`src/rtl/dcache_line_mem_responder.sv`:
```
// dcache_line_mem_responder: turns cache line fill/write-back requests into fixed 4-beat
// 64-bit memory bursts and returns a full line with a one-cycle completion pulse.
module dcache_line_mem_responder #(
  parameter int ADDR_WIDTH          = 32,
  parameter int CACHELINE_BIT_WIDTH = 256,
  parameter int BYTES_IN_CACHELINE  = 32,
  parameter int BURST_WIDTH         = 64
) (
  input  logic                             clk,
  input  logic                             rst,
  input  logic [ADDR_WIDTH-1:0]            line_addr,
  input  logic                             line_read,
  input  logic                             line_write,
  input  logic [CACHELINE_BIT_WIDTH-1:0]   line_wdata,
  input  logic [BYTES_IN_CACHELINE-1:0]    line_wben,
  output logic [CACHELINE_BIT_WIDTH-1:0]   line_rdata,
  output logic                             line_resp,
  output logic [ADDR_WIDTH-1:0]            burst_addr,
  output logic                             burst_read,
  output logic                             burst_write,
  output logic [BURST_WIDTH-1:0]           burst_wdata,
  output logic [BURST_WIDTH/8-1:0]         burst_wben,
  input  logic [BURST_WIDTH-1:0]           burst_rdata,
  input  logic                             burst_resp
);
  localparam int BEATS = CACHELINE_BIT_WIDTH / BURST_WIDTH;
  localparam int CW    = $clog2(BEATS);
  localparam int BB    = BURST_WIDTH / 8;
  typedef enum logic [1:0] {IDLE, READ, WRITE, DONE} state_t;
  state_t state, next;
  logic [CW-1:0] cnt, nk;
  logic [CACHELINE_BIT_WIDTH-1:0] wdata_q;
  logic [BYTES_IN_CACHELINE-1:0] wben_q;
  logic [ADDR_WIDTH-1:0] aligned;
  logic last;
  assign aligned = line_addr & ~ADDR_WIDTH'(BYTES_IN_CACHELINE - 1);
  assign last    = burst_resp && cnt == CW'(BEATS - 1);
  assign nk      = cnt + CW'(1);
  always_ff @(posedge clk or negedge rst)
    if (!rst) state <= IDLE;
    else state <= next;
  // write wins over read when both are requested in the same cycle
  always_comb
    next = state == IDLE ? (line_write ? WRITE : line_read ? READ : IDLE) :
           state == DONE ? IDLE : last ? DONE : state;
  // outputs are registered; the next write beat is staged on the edge that accepts the current one
  always_ff @(posedge clk or negedge rst)
    if (!rst) begin
      cnt         <= '0;
      wdata_q     <= '0;
      wben_q      <= '0;
      line_rdata  <= '0;
      line_resp   <= 1'b0;
      burst_addr  <= '0;
      burst_read  <= 1'b0;
      burst_write <= 1'b0;
      burst_wdata <= '0;
      burst_wben  <= '0;
    end else
      case (state)
        IDLE: begin
          if (line_write || line_read) burst_addr <= aligned;
          wdata_q     <= line_wdata;
          wben_q      <= line_wben;
          burst_write <= line_write;
          burst_read  <= line_read && !line_write;
          burst_wdata <= line_write ? line_wdata[BURST_WIDTH-1:0] : '0;
          burst_wben  <= line_write ? line_wben[BB-1:0] : '0;
        end
        READ: if (burst_resp) begin
          line_rdata[BURST_WIDTH*cnt +: BURST_WIDTH] <= burst_rdata;
          cnt        <= last ? '0 : nk;
          burst_read <= !last;
          line_resp  <= last;
        end
        WRITE: if (burst_resp) begin
          cnt         <= last ? '0 : nk;
          burst_write <= !last;
          line_resp   <= last;
          burst_wdata <= last ? '0 : wdata_q[BURST_WIDTH*nk +: BURST_WIDTH];
          burst_wben  <= last ? '0 : wben_q[BB*nk +: BB];
        end
        DONE: line_resp <= 1'b0;
      endcase
endmodule

```
`config.mk`:
```
export PLATFORM = sky130hd
export DESIGN_NAME = dcache_line_mem_responder
export DESIGN_NICKNAME = d
export VERILOG_FILES = /design/src/rtl/dcache_line_mem_responder.sv
export SDC_FILE = /design/constraint.sdc
export NUM_CORES = 1
export LEC_CHECK = 0
export ABC_AREA = 1
export CAP_MARGIN = 20
export CORE_AREA = 2 2 293 295
export CTS_CLUSTER_DIAMETER = 40
export CTS_CLUSTER_SIZE = 16
export DETAILED_ROUTE_END_ITERATION = 12
export DIE_AREA = 0 0 295 297
export GPL_TIMING_DRIVEN = 1
export PLACE_DENSITY = 0.57
export SYNTH_ARGS = -nofsm -noshare
export SYNTH_HDL_FRONTEND = slang
export SYNTH_SLANG_ARGS = --single-unit
```
`constraint.sdc`:
```
create_clock -name clk -period 2.7 [get_ports clk]
set_input_delay 0.54 -clock clk [delete_from_list [all_inputs] [get_ports clk]]
set_output_delay 0.54 -clock clk [all_outputs]
set_load 0.01 [all_outputs]
```
==> metrics.cfg, run 1 <==
[status]
outcome = completed

[cts]
ctsLongestPathBuffers = 3
post_cts_buffers = 0
ctsResizeCount = 0
htree_levels = 3
clk_pin_slew_ns = 0.05
cts_root_buffer = clkbuf_16
clkSinkCount = 650
cts_tree = built
cts_buffers = 114
clock_latency_ns = 0.67

[timing]
finClkSkew_ns = 0.0381
timing_hold_violations_final = 0
timing.fmax_mhz = 440
worst_slew_pin_slew_ns = 0.882
fin_crit_ns = 2.27
setup_violations = 0
finalSetupTns_ns = 0
relSlewSlack_pct = 41.2
rsz0062_at_grt = false
fin_crit_sh_pct = 84.2
drv_slew = 0
holdWs_ns = 0.318

[detailed_routing]
wl_per_cell_um = 20.1
via_count = 26200
drt_iter0_markers = 1757
via_per_inst = 4.74
drc = 0
drtPass1Iterations = 5
ant_nets = 0
finalWirelength_um = 111000

[pwr]
switching_share_pct = 39.2
power_frac_seq_pct = 29.7
intPower_uw = 31300
p_clk_share_pct = 28.5
ir_drop_uv = 880
combPwrFrac_pct = 41.8
power_density_nw_per_um2 = 1230
p_sw_uw = 20200
p_leak_uw = 0.0195

[synth]
yosys_register_bits = 650
synth_edf_count = 0
synth_cell_types = 27
synth-async-reset-ratio_pct = 100
syn_inst = 3587
ys.flop_type = dfrtp_1
synth_seq_area_share_pct = 56.4
yosysWarnings = 0
avgSynthCellArea_um2 = 8.04
synth_area_um2 = 28900

[final_layout]
design_area_um2 = 41700
fill_cells = 8185
drive_gt1_share_pct = 6.96
syn_to_final_growth_pct = 44.7
layout.cells.non_filler = 5530
seqCellArea_um2 = 16300
final_util_pct = 49.4
multi_input_area_um2 = 10000
nets = 4675

[global_routing]
use_met2_pct = 40.0
grt_pass1_vias = 25900
gr-usage-met1_pct = 31.7
grt_util_met3_pct = 7.28
grt_pass1_wl_um = 166000
overflow = 0
antenna_found_initial = 33
busiest_layer = met2
grt_max_degree = 189
grt.total_usage_pct = 25.0

[critical_path]
cp-start-kind = flip-flop
critPathCaptureType = output pin
critPathTopFamily = buffers and inverters
startpoint = line_rdata[240]$_DFFE_PN0P_
cp_slowest_cell = clkdlybuf4s50_1
arrival_ns = 1.73
cp.required_ns = 2.16
critPathKind = flip-flop to output pin
critPathMaxStageDelay_ns = 0.73
crit_fanout = 2
regToRegStartpoint = cnt[0]$_DFFE_PN0P_
cp_cell_sequence = clkdlybuf4s50_1
critPathBufInv = 1

[placed_design]
routabilityCongestion = 0.886
hpwlAfterDp_um = 76100
placed_area_um2 = 37700
portBuffers = 741
placed_cells = 5304

[floorplan]
fp.dieH_um = 297
rows = 107
ioPinCount = 752
fp.dieArea_um2 = 87600
die_w_um = 295
start_util_pct = 34.2
coreArea_um2 = 84500

[job]
cap_violations = 0

[min_path]
holdCritStartpoint = line_write
hold_class = primary input to flip-flop

[synth_stat cells (2+ instances only)]
cell | count | area share [%]
o21ai_2 | 21 | 0.64
inv_1 | 423 | 5.5
clkbuf_1 | 134 | 1.7
nor2_1 | 266 | 3.5
nand2_2 | 3 | 0.065
nand3_1 | 147 | 2.5
a21oi_1 | 73 | 1.3
ha_1 | 9 | 0.39
o31ai_1 | 47 | 1.2
o22ai_1 | 2 | 0.043
buf_4 | 10 | 0.26
clkinv_1 | 2 | 0.026
o21ai_1 | 29 | 0.50
nor2_4 | 2 | 0.078
dfrtp_1 | 650 | 56
nand3_2 | 2 | 0.069
buf_6 | 3 | 0.12
inv_2 | 7 | 0.091
buf_1 | 16 | 0.21
nand2_1 | 1117 | 15
o21ai_0 | 546 | 9.5
buf_2 | 73 | 1.3
[final timing paths]
kind	endpoint	slack, ns	cells after the start
setup reg to reg	line_rdata[159]$_DFFE_PN0P_	0.50	7
hold reg to reg	line_rdata[26]$_DFFE_PN0P_	0.48	2
max in group asynchronous	burst_addr[21]$_DFFE_PN0P_	1.34	3
min in group asynchronous	line_rdata[47]$_DFFE_PN0P_	0.40	2
setup / recovery	line_rdata[240]	0.43	1
hold / removal	state[1]$_DFFE_PN0P_	0.32	3
[what timing repair did]
action | in CTS | in global routing
hold buffers | 1 | 0
setup endpoints to repair | 0 | 0
endpoints found under the hold margin | 35 | 0
[kinds of logic (layout without fill, tap and decap cells)]
kind of cell / count (synthesis) / after routing / synth area share [%]
AO/OA/AOI/OAI: 720 / 720 / 13.2
other: 1 / 22 / 0.0130
buffers and inverters: 668 / 1446 / 9.21
flip-flops: 650 / 650 / 56.4
AND/OR/NAND/NOR: 1539 / 1539 / 20.8
adder cells (fa/ha/maj): 9 / 9 / 0.390
[metrics by stage]
step / total power, uW / worst slack, ns
after floorplan: 27300 / 0.467
after global placement: 36800 / 0.330
after detailed placement: 37100 / 0.233
after CTS: 52100 / 0.356
after global routing: 55200 / 0.285
final: 51500 / 0.426
[layout by cell type (no fill, tap or decap), types with 2 or more instances in the layout]
cell	count
nand2_2	2
clkinv_16	2
a21oi_1	73
nand3_2	3
dfrtp_1	649
diode_2	17
o31ai_1	47
clkbuf_16	115
buf_4	26
nand3_1	146
nand2_1	1117
o21ai_2	20
inv_2	4
ha_4	3
clkinvlp_4	8
clkbuf_8	14
clkinv_4	6
conb_1	5
clkinv_1	2
o21ai_0	546
clkdlybuf4s50_1	739
o22ai_1	2
inv_6	9
ha_1	5
inv_1	423
o21ai_1	29
nor2_1	266
buf_12	39
nor2_4	2
clkinv_2	26
clkbuf_1	14
bufinv_16	14
[final cells by class]
class,instances,area share (%)
tap,1144,3.43
timing repair buffer,806,20.1
sequential,650,39.0
multi-input combinational,2273,24.0
antenna,17,0.102
inverter,432,3.90
clock buffer,143,7.48
clock inverter,65,1.99
[sequential cells by signal, indices dropped and copies added, names as in the netlist]
signal / count
line_rdata: 256
wdata_q: 256
burst_wdata: 64
wben_q: 32
burst_addr: 27
burst_wben: 8
cnt: 2
state: 2
burst_read: 1
burst_write: 1
line_resp: 1
[routing by layer]
| metal | up-vias | wire length [um] |
|---|---|---|
| met5 | - | 205 |
| met4 | 34 | 3990 |
| met3 | 214 | 9040 |
| met2 | 852 | 52200 |
| met1 | 12500 | 45800 |
| li1 | 12600 | - |
[power groups by stage]
stage | combinational [uW] | clock, uW | sequential, uW
after floorplan | 11500 | 0 | 15800
after global placement | 21500 | 0 | 15300
after detailed placement | 21700 | 0 | 15400
after CTS | 21800 | 15000 | 15300
after global routing | 24100 | 15400 | 15700
final | 21500 | 14700 | 15300
No activity file was read; power rests on OpenSTA's default activity.
==> run 2, diff against run 1 <==
--- a/config.mk
+++ b/config.mk
@@ -7,13 +7,13 @@
 export LEC_CHECK = 0
 export ABC_AREA = 1
 export CAP_MARGIN = 20
-export CORE_AREA = 2 2 293 295
+export CORE_AREA = 2 2 289 291
 export CTS_CLUSTER_DIAMETER = 40
 export CTS_CLUSTER_SIZE = 16
 export DETAILED_ROUTE_END_ITERATION = 12
-export DIE_AREA = 0 0 295 297
+export DIE_AREA = 0 0 291 293
 export GPL_TIMING_DRIVEN = 1
-export PLACE_DENSITY = 0.57
+export PLACE_DENSITY = 0.6
 export SYNTH_ARGS = -nofsm -noshare
 export SYNTH_HDL_FRONTEND = slang
 export SYNTH_SLANG_ARGS = --single-unit
==> constraint.sdc (replaced) <==
create_clock -name clk -period 2 [get_ports clk]
set_input_delay 0.4 -clock clk [delete_from_list [all_inputs] [get_ports clk]]
set_output_delay 0.4 -clock clk [all_outputs]
set_load 0.01 [all_outputs]
==> metrics.cfg, run 2 (same netlist as run 1, synthesis figures left out) <==
[timing]
fin_crit_ns = 1.96
setup_violations = 0  ; unchanged
fin_crit_sh_pct = 97.8
finalSetupTns_ns = 0  ; unchanged
timing.fmax_mhz = 511
holdWs_ns = 0.221  ; -0.0973 ns
relSlewSlack_pct = 56.2  ; +15 points
drv_slew = 0  ; unchanged
worst_slew_pin_slew_ns = 0.657  ; -0.225 ns
finClkSkew_ns = 0.0283  ; -0.00983 ns
timing_hold_violations_final = 0  ; unchanged

[placed_design]
portBuffers = 741  ; unchanged
routabilityCongestion = 0.876  ; -1.1%
placed_cells = 5284  ; -0.38%
hpwlAfterDp_um = 78200  ; +2.7%

[global_routing]
overflow = 0  ; unchanged
antenna_found_initial = 30  ; -9.1%
grt_max_degree = 103  ; -46%
grt_pass1_wl_um = 164000  ; -1.3%
grt_pass1_vias = 25800  ; -0.29%
grt.total_usage_pct = 25.2  ; +0.24 points

[critical_path]
critPathMaxStageDelay_ns = 0.56  ; -0.17 ns
critPathTopFamily = buffers and inverters
timing.rr.end = burst_wdata[56]$_DFFE_PN0P_
cp_slowest_cell = clkdlybuf4s50_1
cp-start-kind = flip-flop
r2r_slack_ns = 0.08  ; -0.42 ns
critPathCaptureType = output pin
r2r_cells = 7  ; unchanged
cp_cell_sequence = clkdlybuf4s50_1
critPathKind = flip-flop to output pin
crit_fanout = 2  ; unchanged
cp.required_ns = 1.60  ; -0.56 ns
arrival_ns = 1.56  ; -0.17 ns
regToRegStartpoint = cnt[0]$_DFFE_PN0P_
critPathBufInv = 1  ; unchanged

[cts]
clock_latency_ns = 0.66  ; about the same
cts_tree = built
clk_pin_slew_ns = 0.05  ; about the same
ctsLongestPathBuffers = 3  ; unchanged
htree_levels = 3  ; unchanged
cts_root_buffer = clkbuf_16
clkSinkCount = 650  ; unchanged
cts_buffers = 110  ; -3.5%

[final_layout]
layout.cells.non_filler = 5504  ; -0.47%
seqCellArea_um2 = 16300  ; about the same
reg_top3 = line_rdata: 256 flops, wdata_q: 256 flops, burst_wdata: 64 flops
nets = 4726  ; +1.1%
fill_cells = 7740  ; -5.4%
multi_input_area_um2 = 10000  ; unchanged
final_cell_mix = nand2_1, dfrtp_1, o21ai_0, clkdlybuf4s50_1, inv_1
layout_commonest_cell = nand2_1
drive_gt1_share_pct = 8.14  ; +1.2 points
syn_to_final_growth_pct = 46.4

[detailed_routing]
drc = 0  ; unchanged
finalWirelength_um = 109000  ; -1.7%
wl_per_cell_um = 19.9  ; -1.3%
drt_iter0_markers = 1854  ; +5.5%
via_per_inst = 4.84  ; +2.1%
via_count = 26700  ; +1.6%
drtPass1Iterations = 5  ; unchanged
ant_nets = 0  ; unchanged

[floorplan]
coreArea_um2 = 81800  ; -3.1%
rows = 105  ; -1.9%
ioPinCount = 752  ; unchanged
start_util_pct = 35.3  ; +1.1 points
fp.dieH_um = 293  ; -1.3%
die_w_um = 291  ; -1.4%
fp.dieArea_um2 = 85300  ; -2.7%

[pwr]
ir_drop_uv = 1800  ; +100%
p_leak_uw = 0.0219  ; +12%
power_density_nw_per_um2 = 1650  ; +34%

[min_path]
hold_class = primary input to async pin

[status]
outcome = completed

[job]
cap_violations = 0  ; unchanged

run 2: power breakdown:
part / switching [uW] / internal [uW]
sequential: 2210 / 18500
combinational: 18200 / 10700
clock: 6900 / 13400
total: 27300 / 42600
run 2: area by class of cell:
| type | instances | area share (%) |
|---|---|---|
| inverter | 432 | 3.85 |
| clock inverter | 65 | 2.34 |
| clock buffer | 140 | 7.21 |
| multi-input combinational | 2273 | 23.7 |
| antenna | 13 | 0.0770 |
| timing repair buffer | 861 | 21.1 |
| tap | 1070 | 3.17 |
| sequential | 650 | 38.5 |
run 2: metrics by stage:
| step | utilization (%) | setup slack [ns] | total power [uW] | area (um^2) |
|---|---|---|---|---|
| 2_1_floorplan | - | -0.00213 | 37000 | 28900 |
| 3_3_place_gp | 46.8 | 0.0213 | 50600 | 38300 |
| 5_1_grt | 51.6 | -0.00998 | 74700 | 42200 |
| 6_report | 51.6 | 0.0432 | 69900 | 42300 |
| 3_5_place_dp | 46.8 | -0.0146 | 51100 | 38300 |
| 4_1_cts | 51.4 | 0.000103 | 70500 | 42000 |
run 2: worst max-delay path by stage:
stage                     slack [ns]                  startpoint  cells after the start                     endpoint
final                           0.04  line_rdata[73]$_DFFE_PN0P_                      1               line_rdata[73]
after global routing           -0.01          cnt[0]$_DFFE_PN0P_                      7  burst_wdata[56]$_DFFE_PN0P_
after CTS                     0.0001  line_rdata[42]$_DFFE_PN0P_                      1               line_rdata[42]
after detailed placement       -0.01                  burst_resp                      8  burst_wdata[17]$_DFFE_PN0P_
after global placement          0.02          cnt[0]$_DFFE_PN0P_                      8  burst_wdata[56]$_DFFE_PN0P_
after floorplan               -0.002          cnt[0]$_DFFE_PN0P_                      9   line_rdata[10]$_DFFE_PN0P_
run 2: timing repair:
| item | 4_1_cts | 5_1_grt |
|---|---|---|
| pin swaps | 0 | 0 |
| setup buffers | 1 | 0 |
| endpoints found under the hold margin | 141 | 0 |
| hold buffers | 1 | 0 |
| setup endpoints to repair | 244 | 71 |
| gates resized for setup | 247 | 70 |
run 2: metal layers:
metal	wire [um]	share of wire [%]	vias to the layer above	GRT usage (%)
li1	-	-	12700	-
met1	45300	41	12700	32.4
met2	51600	47	997	40.8
met3	8020	7.3	225	6.45
met4	4240	3.9	36	10.1
met5	226	0.21	-	0
